**config.mk**
```make
export PLATFORM = sky130hd
export DESIGN_NAME = write_back_stage
export DESIGN_NICKNAME = d
export VERILOG_FILES = /design/src/rtl/write_back_stage.sv
export SDC_FILE = /design/constraint.sdc
export NUM_CORES = 1
export LEC_CHECK = 0
export CAP_MARGIN = 20
export CORE_ASPECT_RATIO = 1.5
export CORE_MARGIN = 5
export CORE_UTILIZATION = 30
export CTS_CLUSTER_SIZE = 10
export DETAILED_ROUTE_END_ITERATION = 10
export DONT_BUFFER_PORTS = 1
export GPL_TIMING_DRIVEN = 0
export RECOVER_POWER = 100
export SYNTH_ARGS = -nofsm -noshare
export SYNTH_HDL_FRONTEND = slang
export SYNTH_SLANG_ARGS = --single-unit
```
**constraint.sdc**
```tcl
create_clock -name clk -period 4.2 [get_ports clk]
set_input_delay 0.42 -clock clk [delete_from_list [all_inputs] [get_ports clk]]
set_output_delay 0.42 -clock clk [all_outputs]
set_load 0.01 [all_outputs]
```
**src/rtl/write_back_stage.sv**
```systemverilog
// Write-back stage: selects ALU / load / PC+4 data, waits for load responses,
// and drives the register-file write port one cycle after the data is known.
package write_back_pkg;
    typedef enum logic [1:0] {
        WRITE_BACK_SEL_ALU = 2'd0,
        WRITE_BACK_SEL_MEM = 2'd1,
        WRITE_BACK_SEL_PC  = 2'd2
    } write_back_select_t;
endpackage

module write_back_stage
    import write_back_pkg::*;
#(
    parameter int XLEN       = 32,
    parameter int REG_ADDR_W = 5
) (
    input  logic                  clk,
    input  logic                  reset,
    input  logic                  in_valid,
    output logic                  in_ready,
    input  logic                  in_write_enable,
    input  logic [REG_ADDR_W-1:0] in_addr_rd,
    input  write_back_select_t    in_sel,
    input  logic [XLEN-1:0]       in_alu_result,
    input  logic [XLEN-1:0]       in_pc,
    input  logic [2:0]            in_funct3,
    input  logic                  mem_rdata_valid,
    input  logic [XLEN-1:0]       mem_rdata,
    output logic                  rf_write_enable,
    output logic [REG_ADDR_W-1:0] rf_addr_rd,
    output logic [XLEN-1:0]       rf_write_data,
    output logic                  wb_busy,
    output logic [REG_ADDR_W-1:0] wb_pending_rd
);

    typedef enum logic [1:0] {
        IDLE     = 2'd0,
        WAIT_MEM = 2'd1,
        COMMIT   = 2'd2
    } state_t;

    localparam logic [XLEN-1:0] PC_STEP = XLEN'(4);

    state_t                  state, state_next;
    logic                    accept;
    logic                    is_load;
    logic [XLEN-1:0]         direct_data;

    // Captured load context, live only while in WAIT_MEM
    logic                    ld_we_p0;
    logic [REG_ADDR_W-1:0]   ld_rd_p0;
    logic [2:0]              ld_funct3_p0;
    logic [1:0]              ld_off_p0;

    logic                    commit_we_p1;
    logic [REG_ADDR_W-1:0]   commit_rd_p1;
    logic [XLEN-1:0]         commit_data_p1;

    function automatic logic [XLEN-1:0] load_extend(
        input logic [XLEN-1:0] word,
        input logic [2:0]      funct3,
        input logic [1:0]      off
    );
        logic signed [7:0]  byte_v;
        logic signed [15:0] half_v;
        byte_v = word[8*off +: 8];
        half_v = off[1] ? word[31:16] : word[15:0];
        case (funct3)
            3'b000:  return {{(XLEN-8){byte_v[7]}}, byte_v};
            3'b100:  return {{(XLEN-8){1'b0}}, byte_v};
            3'b001:  return {{(XLEN-16){half_v[15]}}, half_v};
            3'b101:  return {{(XLEN-16){1'b0}}, half_v};
            default: return word;
        endcase
    endfunction

    always_ff @(posedge clk) begin
        if (!reset) state <= IDLE;
        else        state <= state_next;
    end

    always_comb begin
        state_next = state;
        case (state)
            IDLE, COMMIT: begin
                if (accept) state_next = is_load ? WAIT_MEM : COMMIT;
                else        state_next = IDLE;
            end
            WAIT_MEM: begin
                if (mem_rdata_valid) state_next = COMMIT;
            end
            default: state_next = IDLE;
        endcase
    end

    always_comb begin
        in_ready        = (state != WAIT_MEM);
        wb_busy         = (state == WAIT_MEM);
        wb_pending_rd   = (state == WAIT_MEM) ? ld_rd_p0 : '0;
        rf_write_enable = commit_we_p1;
        rf_addr_rd      = commit_rd_p1;
        rf_write_data   = commit_data_p1;
    end

    assign accept  = in_valid && in_ready;
    assign is_load = (in_sel == WRITE_BACK_SEL_MEM);
    // Unused select encodings fall through to the ALU result
    assign direct_data = (in_sel == WRITE_BACK_SEL_PC) ? in_pc + PC_STEP : in_alu_result;

    // Stage p0: load capture on accept
    always_ff @(posedge clk) begin
        if (!reset) begin
            ld_we_p0     <= 1'b0;
            ld_rd_p0     <= '0;
            ld_funct3_p0 <= '0;
            ld_off_p0    <= '0;
        end else if (accept && is_load) begin
            ld_we_p0     <= in_write_enable;
            ld_rd_p0     <= in_addr_rd;
            ld_funct3_p0 <= in_funct3;
            ld_off_p0    <= in_alu_result[1:0];
        end
    end

    // Stage p1: commit registers; address/data hold outside COMMIT
    always_ff @(posedge clk) begin
        if (!reset) begin
            commit_we_p1   <= 1'b0;
            commit_rd_p1   <= '0;
            commit_data_p1 <= '0;
        end else if (accept && !is_load) begin
            commit_we_p1   <= in_write_enable && (in_addr_rd != '0);
            commit_rd_p1   <= in_addr_rd;
            commit_data_p1 <= direct_data;
        end else if (state == WAIT_MEM && mem_rdata_valid) begin
            commit_we_p1   <= ld_we_p0 && (ld_rd_p0 != '0);
            commit_rd_p1   <= ld_rd_p0;
            commit_data_p1 <= load_extend(mem_rdata, ld_funct3_p0, ld_off_p0);
        end else begin
            commit_we_p1   <= 1'b0;
        end
    end

endmodule

```
==> flow_summary.json <==
{
  "skew_ns": 0.0120,
  "relSlewSlack": 0.247,
  "cp.required_ns": 4.40,
  "antenna_cells": 0,
  "layout-drive-gt1-share": 0.0668,
  "timing.rr.end": "rf_write_data[21]",
  "dp.cells": 609,
  "hp-start": "in_alu_result[25]",
  "grt_pass1_wl_mm": 23.2,
  "cts_buffers": 5,
  "fin_ws_ns": 1.30,
  "io_buffers": 0,
  "r2r_cells": 7,
  "die_area_mm2": 0.0144,
  "nNetsFinal": 575,
  "synth_edf_count": 0,
  "tns_ns": 0,
  "cts.sinks": 51,
  "max_freq_mhz": 345,
  "cts-htree-levels": 2,
  "ctsResizeCount": 0,
  "status": "finished, final reports clean",
  "period_needed_ns": 2.90,
  "coreArea_mm2": 0.0119,
  "ys_types": 65,
  "dieWidth_um": 99.8,
  "arrival_ns": 3.10,
  "drtIter0Drc": 230,
  "reg2reg_setup_slack_ns": 1.30,
  "gp_congestion": 0.945,
  "min_path_cells": 2,
  "cts_tree": "done",
  "finalHoldViolations": 0,
  "synth-main-ff-cell": "dfxtp_1",
  "setup_viol_count_final": 0,
  "finalNonFillerCells": 617,
  "r2r_start": "state[0]",
  "dp_worst_setup_slack_ns": 1.92,
  "timing.final.crit_share": 0.690,
  "firstDrtPassIters": 5,
  "vias_per_cell": 6.09,
  "yosysWarnings": 0,
  "grt.total_usage": 0.215,
  "endpoint_kind": "flop",
  "pin_count": 156,
  "grt_overflow": 0,
  "maxSlewViolCount": 0,
  "ant_nets": 0,
  "antenna_found_initial": 0,
  "grt_max_degree": 18,
  "dp_hpwl_mm": 13.2,
  "start_util": 0.305,
  "chipHeight_um": 145,
  "startpoint_type": "flop",
  "grt_pass1_vias": 3747,
  "fin_util": 0.331,
  "syn_avg_cell_area_um2": 7.95,
  "worst_pin_slew_ns": 1.12,
  "cts_hold_buf": 0,
  "path_max_fanout": 10,
  "synth-seq-cells": 51,
  "area.growth.synth_to_final_pct": 8.77,
  "hold_end": "rf_write_data[25]",
  "ys_seq_area_frac": 0.282,
  "p_leak_nw": 1.32,
  "post_cts_buffers": 0,
  "hold_class": "primary input to flop",
  "syn_nets": 568,
  "num_vias": 3756,
  "finalPower_w": 0.00121,
  "wirelength_mm": 16.1,
  "cts-root-buf": "clkbuf_16",
  "async_flop_share": 0,
  "clkLatencyLatePin_ns": 0.30,
  "syn_inst": 456,
  "powerDensity_mw_per_mm2": 306,
  "fillers": 1293,
  "drv_cap": 0,
  "rows": 49,
  "drc_errors": 0,
  "grt_setup_unrepaired": "no",
  "worstSetupPathType": "flop to flop",
  "clk_pin_slew_ns": 0.08,
  "routedWlPerCell_um": 26.1,
  "ir_drop_mv": 0.182,
  "syn_area_mm2": 0.00362,
  "clock_path_buffers": 2
}
-- final cells by class --
class                           instances  area (um2)  share of cell area
Multi-Input combinational cell        364        2410               0.612
Clock inverter                          3        22.5             0.00571
Sequential cell                        51        1020               0.259
Clock buffer                            5         125              0.0317
Buffer                                 32         138              0.0349
Tap cell                              153         191              0.0486
Inverter                                9        33.8             0.00857
-- state kept, by name, indices dropped and copies added, names as in the netlist --
signal           cells
rf_write_data       32
state                2
ld_off_p0            2
rf_write_enable      1
ld_funct3_p0         3
rf_addr_rd           5
ld_rd_p0             5
ld_we_p0             1
-- report_power, final --
part | internal (W) | leakage (nW) | switching [W]
clock | 0.000225 | 0.0746 | 0.000208
sequential | 0.000520 | 0.420 | 0.0000459
combinational | 0.0000834 | 0.828 | 0.000126
total | 0.000828 | 1.32 | 0.000380
-- per-stage QoR --
step	hold slack (ns)	cell area (um2)
after detailed placement	0.515	3820
after global placement	0.502	3820
final	0.277	3940
after floorplan	0.474	3620
after CTS	0.281	3960
after global routing	0.283	3940
-- cell families (layout without fill, tap and decap cells) --
group / count (synthesis) / after routing / share of synthesized area
AO/OA/AOI/OAI: 131 / 131 / 0.268
XOR/XNOR: 25 / 25 / 0.0604
adder cells (fa/ha/maj): 2 / 2 / 0.00621
buffers and inverters: 41 / 49 / 0.0487
flip-flops: 51 / 51 / 0.282
multiplexers: 25 / 25 / 0.0749
AND/OR/NAND/NOR: 181 / 181 / 0.261
-- worst max-delay path: stages, from the launching register on --
cell and delay [ns]:
dfxtp_1 0.35, nand2b_1 0.26, inv_1 0.09, clkbuf_1 0.30, o31ai_1 1.00, buf_2 0.38, o221ai_1 0.15, a211oi_1 0.27
-- synth_stat cells, drive strengths merged, types with 4 or more instances --
cell type / count / area share
a211o: 4 / 0.0097
a211oi: 9 / 0.019
a21boi: 15 / 0.031
a21oi: 23 / 0.033
a221oi: 10 / 0.026
a22oi: 5 / 0.010
a31oi: 4 / 0.0069
and2: 8 / 0.014
and3: 5 / 0.0086
buf: 12 / 0.018
clkbuf: 20 / 0.021
dfxtp: 51 / 0.28
inv: 9 / 0.0093
mux2: 7 / 0.022
mux2i: 17 / 0.047
nand2: 52 / 0.054
nand2b: 5 / 0.0093
nand3: 24 / 0.037
nand4: 10 / 0.017
nor2: 31 / 0.034
nor2b: 16 / 0.028
nor3: 10 / 0.015
nor4: 7 / 0.016
o211ai: 7 / 0.014
o21ai: 13 / 0.018
o221ai: 18 / 0.043
o22ai: 4 / 0.0069
xnor2: 20 / 0.048
xor2: 5 / 0.012
-- layer usage --
layer | GRT usage | up-vias | wire (um)
li1 | - | 1725 | -
met1 | 0.219 | 1792 | 5370
met2 | 0.395 | 195 | 8280
met3 | 0.0661 | 44 | 1570
met4 | 0.105 | 0 | 886
met5 | 0 | - | 0
-- worst max-delay path by stage --
stage / from / endpoint / cells after the start
after global placement: mem_rdata_valid / rf_write_data[9] / 6
after global routing: state[1] / rf_write_data[21] / 7
after floorplan: ld_off_p0[1] / rf_write_data[31] / 7
after CTS: state[0] / rf_write_data[9] / 6
after detailed placement: mem_rdata_valid / rf_write_data[9] / 6
final: state[0] / rf_write_data[21] / 7
-- placed cells by master (no fill, tap or decap), types with 3 or more instances in the layout --
| cell type | n |
|---|---|
| xnor2_1 | 20 |
| nand3_1 | 23 |
| a21boi_0 | 15 |
| o21ai_0 | 13 |
| mux2_2 | 6 |
| a22o_1 | 3 |
| o211ai_1 | 7 |
| a211o_1 | 4 |
| and2_0 | 6 |
| buf_2 | 4 |
| clkbuf_16 | 5 |
| inv_1 | 9 |
| nand2_1 | 52 |
| dfxtp_1 | 51 |
| o22ai_1 | 4 |
| o21a_1 | 3 |
| a211oi_1 | 9 |
| or4_1 | 3 |
| nor3_1 | 9 |
| nand4_1 | 10 |
| o2111ai_1 | 3 |
| o221ai_1 | 18 |
| clkbuf_1 | 23 |
| nor2b_1 | 16 |
| nand2b_1 | 5 |
| a31oi_1 | 4 |
| mux2i_1 | 17 |
| xor2_1 | 5 |
| nor4_1 | 6 |
| and3_1 | 5 |
| a221oi_1 | 9 |
| a21oi_1 | 22 |
| a22oi_1 | 5 |
| nor2_1 | 30 |
Power figures use the tool's default switching activity.
